==> src/rtl/fb_pkg.sv <==
// Shared pixel-format, write-mask, dither and state definitions for the frame-buffer writer and display block.
package fb_pkg;

    localparam int RGB888_R_LSB = 16;
    localparam int RGB888_G_LSB = 8;
    localparam int RGB888_B_LSB = 0;
    localparam int RGB888_CH_W  = 8;

    localparam int RGB565_R_LSB = 0;
    localparam int RGB565_R_W   = 5;
    localparam int RGB565_G_LSB = 5;
    localparam int RGB565_G_W   = 6;
    localparam int RGB565_B_LSB = 11;
    localparam int RGB565_B_W   = 5;

    localparam logic [3:0] WR_MASK_RGB = 4'b0111;

    // 2x2 ordered-dither thresholds, two bits per entry, indexed by {y[0], x[0]}.
    localparam logic [7:0] DITHER_TABLE = {2'd1, 2'd3, 2'd2, 2'd0};

    function automatic logic [1:0] dither_t(input logic [1:0] idx);
        return DITHER_TABLE[{idx, 1'b0} +: 2];
    endfunction

    typedef enum logic {
        IDLE   = 1'b0,
        ACTIVE = 1'b1
    } fb_state_e;

endpackage

==> src/rtl/rgb888_to_565.sv <==
// Combinational RGB888 -> packed {B,G,R} conversion; FB_DITHER_EN adds a saturating 2x2 ordered dither.
module rgb888_to_565
    import fb_pkg::*;
#(
    parameter int BITS_RED   = 5,
    parameter int BITS_GREEN = 6,
    parameter int BITS_BLUE  = 5
) (
    input  logic [23:0]                                pixel,
    input  logic                                       x0,
    input  logic                                       y0,
    output logic [BITS_RED+BITS_GREEN+BITS_BLUE-1:0]   rgb
);

    logic [7:0] r8;
    logic [7:0] g8;
    logic [7:0] b8;

`ifdef FB_DITHER_EN
    logic [1:0] t;
    logic [8:0] r_sum;
    logic [8:0] g_sum;
    logic [8:0] b_sum;

    // Red/blue get twice the threshold of green since they keep one fewer bit.
    always_comb begin
        t     = dither_t({y0, x0});
        r_sum = {1'b0, pixel[RGB888_R_LSB +: RGB888_CH_W]} + {6'd0, t, 1'b0};
        g_sum = {1'b0, pixel[RGB888_G_LSB +: RGB888_CH_W]} + {7'd0, t};
        b_sum = {1'b0, pixel[RGB888_B_LSB +: RGB888_CH_W]} + {6'd0, t, 1'b0};
        r8    = r_sum[8] ? 8'hFF : r_sum[7:0];
        g8    = g_sum[8] ? 8'hFF : g_sum[7:0];
        b8    = b_sum[8] ? 8'hFF : b_sum[7:0];
    end
`else
    assign r8 = pixel[RGB888_R_LSB +: RGB888_CH_W];
    assign g8 = pixel[RGB888_G_LSB +: RGB888_CH_W];
    assign b8 = pixel[RGB888_B_LSB +: RGB888_CH_W];
`endif

    assign rgb = {b8[7 -: BITS_BLUE], g8[7 -: BITS_GREEN], r8[7 -: BITS_RED]};

    // Truncated LSBs, and the position bits when dither is off, are intentionally dropped.
    logic unused_bits;
    assign unused_bits = ^{r8, g8, b8, x0, y0};

endmodule

==> src/rtl/fb_stream_writer.sv <==
// Framed RGB888 pixel stream -> row-major frame-buffer writes for the LED panel display block.
// Optional 2x2 ordered dither before truncation: define FB_DITHER_EN.
module fb_stream_writer
    import fb_pkg::*;
#(
    parameter int HEIGHT       = 64,
    parameter int WIDTH        = 64,
    parameter int CHAIN_LENGTH = 1,
    parameter int BITS_RED     = 5,
    parameter int BITS_GREEN   = 6,
    parameter int BITS_BLUE    = 5
) (
    input  logic        ctrl_clk,
    input  logic        ctrl_rst_n,
    input  logic        in_valid,
    output logic        in_ready,
    input  logic        in_sof,
    input  logic [23:0] in_data,
    output logic        ctrl_en,
    output logic [3:0]  ctrl_wr,
    output logic [15:0] ctrl_addr,
    output logic [23:0] ctrl_wdat,
    output logic        frame_done,
    output logic        frame_err,
    output logic        frame_active
);

    localparam int LINE_W  = WIDTH * CHAIN_LENGTH;
    localparam int XW      = (LINE_W > 1) ? $clog2(LINE_W) : 1;
    localparam int YW      = (HEIGHT > 1) ? $clog2(HEIGHT) : 1;
    localparam int PIX_W   = BITS_RED + BITS_GREEN + BITS_BLUE;
    localparam logic [XW-1:0] X_LAST = XW'(LINE_W - 1);
    localparam logic [YW-1:0] Y_LAST = YW'(HEIGHT - 1);

    fb_state_e        state_q, state_d;
    logic [XW-1:0]    x_q, x_d, wx;
    logic [YW-1:0]    y_q, y_d, wy;
    logic             ready_q;
    logic             accept;
    logic             wr_en, err, done;
    logic [PIX_W-1:0] rgb;

    logic             en_q, done_q, err_q;
    logic [15:0]      addr_q;
    logic [23:0]      wdat_q;

    assign accept = in_valid & ready_q;

    // wx/wy is the position this beat is written at; the next position advances from it,
    // so an sof restart and a normal beat share the same wrap/end-of-frame logic.
    always_comb begin
        state_d = state_q;
        x_d     = x_q;
        y_d     = y_q;
        wx      = x_q;
        wy      = y_q;
        wr_en   = 1'b0;
        err     = 1'b0;
        done    = 1'b0;
        if (accept) begin
            if (in_sof) begin
                wr_en = 1'b1;
                wx    = '0;
                wy    = '0;
                err   = (state_q == ACTIVE) && ((x_q != '0) || (y_q != '0));
            end else if (state_q == IDLE) begin
                err   = 1'b1;
            end else begin
                wr_en = 1'b1;
            end
            if (wr_en) begin
                if ((wx == X_LAST) && (wy == Y_LAST)) begin
                    done    = 1'b1;
                    state_d = IDLE;
                    x_d     = '0;
                    y_d     = '0;
                end else begin
                    state_d = ACTIVE;
                    if (wx == X_LAST) begin
                        x_d = '0;
                        y_d = wy + 1'b1;
                    end else begin
                        x_d = wx + 1'b1;
                        y_d = wy;
                    end
                end
            end
        end
    end

    rgb888_to_565 #(
        .BITS_RED   (BITS_RED),
        .BITS_GREEN (BITS_GREEN),
        .BITS_BLUE  (BITS_BLUE)
    ) u_conv (
        .pixel (in_data),
        .x0    (wx[0]),
        .y0    (wy[0]),
        .rgb   (rgb)
    );

    always_ff @(posedge ctrl_clk or negedge ctrl_rst_n) begin
        if (!ctrl_rst_n) begin
            state_q <= IDLE;
            x_q     <= '0;
            y_q     <= '0;
            ready_q <= 1'b0;
        end else begin
            state_q <= state_d;
            x_q     <= x_d;
            y_q     <= y_d;
            ready_q <= 1'b1;
        end
    end

    // Address and data hold their last value across bubbles.
    always_ff @(posedge ctrl_clk or negedge ctrl_rst_n) begin
        if (!ctrl_rst_n) begin
            en_q   <= 1'b0;
            done_q <= 1'b0;
            err_q  <= 1'b0;
            addr_q <= '0;
            wdat_q <= '0;
        end else begin
            en_q   <= wr_en;
            done_q <= done;
            err_q  <= err;
            if (wr_en) begin
                addr_q <= 16'({wy, wx});
                wdat_q <= 24'(rgb);
            end
        end
    end

    assign in_ready     = ready_q;
    assign ctrl_en      = en_q;
    assign ctrl_wr      = en_q ? WR_MASK_RGB : 4'b0000;
    assign ctrl_addr    = addr_q;
    assign ctrl_wdat    = wdat_q;
    assign frame_done   = done_q;
    assign frame_err    = err_q;
    assign frame_active = (state_q == ACTIVE);

endmodule

==> config.mk <==
export PLATFORM = sky130hd
export DESIGN_NAME = fb_stream_writer
export DESIGN_NICKNAME = d
export VERILOG_FILES = /design/src/rtl/fb_pkg.sv /design/src/rtl/rgb888_to_565.sv /design/src/rtl/fb_stream_writer.sv
export SDC_FILE = /design/constraint.sdc
export NUM_CORES = 1
export LEC_CHECK = 0
export ABC_AREA = 1
export CORE_ASPECT_RATIO = 2
export CORE_MARGIN = 8
export CORE_UTILIZATION = 42
export CTS_BUF_LIST = sky130_fd_sc_hd__clkbuf_4 sky130_fd_sc_hd__clkbuf_8
export CTS_CLUSTER_DIAMETER = 150
export CTS_CLUSTER_SIZE = 24
export DETAILED_ROUTE_END_ITERATION = 10
export PLACE_DENSITY = 0.78
export SYNTH_ARGS = -nofsm -noshare
export SYNTH_HDL_FRONTEND = slang
export SYNTH_SLANG_ARGS = --single-unit
==> constraint.sdc <==
create_clock -name ctrl_clk -period 1.42 [get_ports ctrl_clk]
set_clock_uncertainty 0.05 [all_clocks]
set_input_delay 0.284 -clock ctrl_clk [delete_from_list [all_inputs] [get_ports ctrl_clk]]
set_output_delay 0.284 -clock ctrl_clk [all_outputs]
set_load 0.05 [all_outputs]
==> impl.org <==
** Outcome
- Run status :: complete, but fails checks
- Failing checks :: negative setup slack

** Critical path
- Number of cells on the worst reg-to-reg path :: 11
- Beginning of the critical path :: x_q[0]$_DFFE_PN0P_
- Largest fanout on the critical path :: 5
- The worst setup path is of the reg2reg kind.
- For the worst setup path, the data arrival time is around 1.7 ns.
- STA classifies the critical path startpoint as a flip-flop.
- At the worst endpoint, the required time is roughly 1.6 ns.
- The startpoint identified for the worst register-to-register timing path is x_q[0]$_DFFE_PN0P_.
- Critical register-to-register path endpoint :: y_q[3]$_DFFE_PN0P_
- Reg-to-reg setup timing slack :: -0.14 ns
- The worst setup path is captured at a flip-flop.

** Routing
- Using the TritonRoute via totals, the vias-per-cell ratio works out to 5.03.
- The routed layout has around 2,100 vias.
- For this block, the routed nets add up to between 6000 and 7000 µm of wire.
- First-iteration detailed-routing DRC count :: 90
- In the final routed layout, each cell accounts on average for 16.0 µm.
- Drt drc :: 0
- Post-detailed-route count of antenna-violating nets :: 0
- First-pass detailed-route iteration total :: 4

** Clocking
- After clock tree synthesis, the clock-pin slew on the worst setup and hold paths is about 0.09 ns.
- The clock passes through at most 2 buffers.
- Counting the buffers created by CTS gives 5.
- Level count of the clock H-tree :: 2
- Number of clock sinks :: 45
- The root buffer cell chosen for the clock tree is clkbuf_8.
- TritonCTS built the clock tree.
- At the later pin of the worst-skew pair, clock insertion delay measures just over 0.3 ns.

** Pwr
- Internal power comes to 2.62 mW.
- For this design the total switching power over the nets is about 1.5 mW.
- Combinational logic is responsible for ~40% of the overall power.
- For this design the static power due to leakage is around 1.8 nW.
- Dividing total power by cell area gives a power density of roughly 1100 nW/µm².
- In this run, the clock network consumes 21.6% of the power.
- Sw Ratio :: 36.2%
- The completed layout was analyzed and its total power is roughly 4 mW.
- Sequential cells burn between 30 and 40% of the power.
- Max rail drop VDD :: between 900 and 1000 µV

** Floorplan
- The floorplan step set the die height to roughly 120 µm.
- During I/O placement, the number of pins put on the boundary was 77.
- Width of the die :: around 67 µm
- Number of rows in the core area :: 37
- The die covers between 7000 and 8000 µm².
- Starting density of the core :: 43.4%
- Placeable core region :: ~5000 µm²

** Logic synthesis
- Distinct cell type count of the synthesized netlist :: 29
- Post-synth top area cell :: dfrtp_1
- The cell count after synthesis came out at 260.
- Post-synth top flop :: dfrtp_1
- Sequential area share after synthesis :: about half
- The Yosys step of the flow raised 0 warnings.
- Post-synth ARST share :: between 90% and 100%
- Ranked by total cell area, the synthesized netlist is headed by dfrtp_1 (51%), nand2_1 (18%), buf_4 (5.4%), inv_1 (2.5%), nor2_1 (2.4%).
- Synth Cell Area :: approximately 2200 µm²
- Number of synthesized flops with an enable pin :: 0
- Synthesis inferred 45 register bits.
- Averaged over all synthesized cells, the footprint is roughly 8.5 µm².
- Of the post-synthesis cell area, the dominant cell type holds 51.0%.

** Placement
- Number of buffer cells added on primary ports :: between 50 and 60
- Placed wire-length estimate after detailed placement :: between 4000 and 5000 µm
- Once placement finished, the instance area stood at around 3400 µm².
- The congestion estimate from routability-driven global placement came to about 0.85.

** STA
- Dividing the final minimum period by the clock period gives 110%.
- Peak Freq :: approximately 640 MHz
- Across all setup checks in the final design, the least slack found is -0.136 ns.
- Final setup violating endpoints :: 15
- Unrepaired setup endpoints after global routing :: yes
- The count of endpoints failing hold in the final timing report was 0.
- Number of max-slew violations in the final report :: 0
- Minimum clock period after layout :: approximately 1.6 ns

** Layout
- From synthesis to final layout, the design area changed by 70.6%.
- The top cell types in the final layout, fill and taps aside, are nand2_1 (97), dfrtp_1 (42), buf_12 (42).
- After routing the design area is between 3000 and 4000 µm².
- Fraction of final layout cells sized beyond drive strength 1 :: 39.0%
- Total inserted antenna cells :: 0
- The final layout contains between 300 and 400 nets.
- The library cell used most frequently in the layout, excluding fill and tap cells, is nand2_1.

** GRT
- Global routing used 17.5% of the available tracks across all layers.
- Initial antenna violation count :: 0
- The first global-routing pass estimated around 11,000 µm of wire.
- Vias in the first global route :: 2,226
- Maximum number of pins on one net before global-route repair :: 34
- Overall overflow remaining after global route :: 0

** Flow run
- Max-cap violations in this run came to 0.

** Hold path
- Tightest Hold Check Type :: in2async
[per-stage QoR]
| step | TNS (ns) | cells | utilization [%] | hold WS, ns | setup WS [ns] |
|---|---|---|---|---|---|
| 2_1_floorplan | -0.542 | 272 | - | -0.0616 | -0.0874 |
| 3_3_place_gp | -20.89 | 400 | 67.6 | 0.143 | -0.618 |
| 3_5_place_dp | -22.58 | 400 | 67.6 | 0.153 | -0.635 |
| 4_1_cts | -1.45 | 418 | 73.7 | 0.358 | -0.155 |
| 5_1_grt | -2.12 | 417 | 74.0 | 0.362 | -0.218 |
| 6_report | -1.30 | 417 | 74.0 | 0.354 | -0.136 |
[cells by family (layout without fill, tap and decap cells)]
family                     Yosys count  count (layout)  synth area share, %
AOI/OAI and AO/OA                   19              19                 6.01
xor gates and xnor gates             4               4                 1.59
adders and majority gates            2               2                 1.13
buffers and inverters               43             130                 11.6
DFF                                 45              45                 51.0
other                                2              14                0.340
and+or+nand+nor                    145             145                 28.3
[power by group through the flow]
stage          Combinational [mW]  Sequential, mW  Clock (mW)
2_1_floorplan               0.363            1.94           0
3_3_place_gp                 1.54            1.59           0
3_5_place_dp                 1.56            1.60           0
4_1_cts                      1.63            1.58       0.919
5_1_grt                      1.71            1.60       0.967
6_report                     1.64            1.58       0.887
[how the worst max path moves through the flow]
stage | to | slack (ns) | cells after the start
2_1_floorplan | frame_active$_DFFE_PN0P_ | -0.09 | 10
3_3_place_gp | frame_active$_DFFE_PN0P_ | -0.62 | 8
3_5_place_dp | frame_active$_DFFE_PN0P_ | -0.64 | 8
4_1_cts | y_q[0]$_DFFE_PN0P_ | -0.16 | 9
5_1_grt | y_q[5]$_DFFE_PN0P_ | -0.22 | 11
6_report | y_q[3]$_DFFE_PN0P_ | -0.14 | 11
[final cells by class]
type                            instances  area, µm²
Timing Repair Buffer                  105       1380
Fill cell                             328       1330
Sequential cell                        45       1130
Multi-Input combinational cell        184       1010
Clock buffer                            7       96.3
Inverter                               17       73.8
Tap cell                               58       72.6
Clock inverter                          1       5.00
[routing by layer]
layer / wire (µm) / global-route usage [%] / share of wire (%) / vias up
met3: 382 / 3.50 / 5.7 / 25
met1: 2160 / 16.6 / 32 / 994
met5: 0 / 0 / 0 / -
met4: 296 / 10.0 / 4.4 / 0
met2: 3850 / 32.2 / 58 / 93
li1: - / - / - / 984
[cells in the mapped netlist (3+ instances only)]
library cell / instances
nor2_1: 14
buf_4: 16
nor2_2: 3
buf_6: 3
buf_2: 6
inv_1: 15
dfrtp_1: 45
nor4_1: 3
nand4_1: 4
o21ai_0: 6
o21ai_1: 6
nand2_1: 106
nand3_1: 9
xor2_1: 3
[sequential cells by signal, indices dropped and copies added (netlist names)]
name / count
y_q: 6
frame_done: 1
ctrl_en: 1
in_ready: 1
frame_err: 1
frame_active: 1
ctrl_wdat: 16
x_q: 6
ctrl_addr: 12
[worst max-delay path: stages (launching register included)]
cell and delay, ns:
dfrtp_1 0.38, inv_2 0.07, nor2_4 0.12, ha_4 0.16, nand4_4 0.08, nor2_4 0.19
buf_12 0.16, nand2_4 0.04, nand2_2 0.06, nand2_1 0.05, nand2_1 0.05, nand2_1 0.04
[what timing repair did]
item,CTS,global route
hold endpoints to repair,12,0
setup endpoints to repair,42,47
cloned,1,0
pin swaps,15,17
resized for setup,32,16
buffers inserted,9,2
hold buffers,1,0
Power figures use the tool's default switching activity.
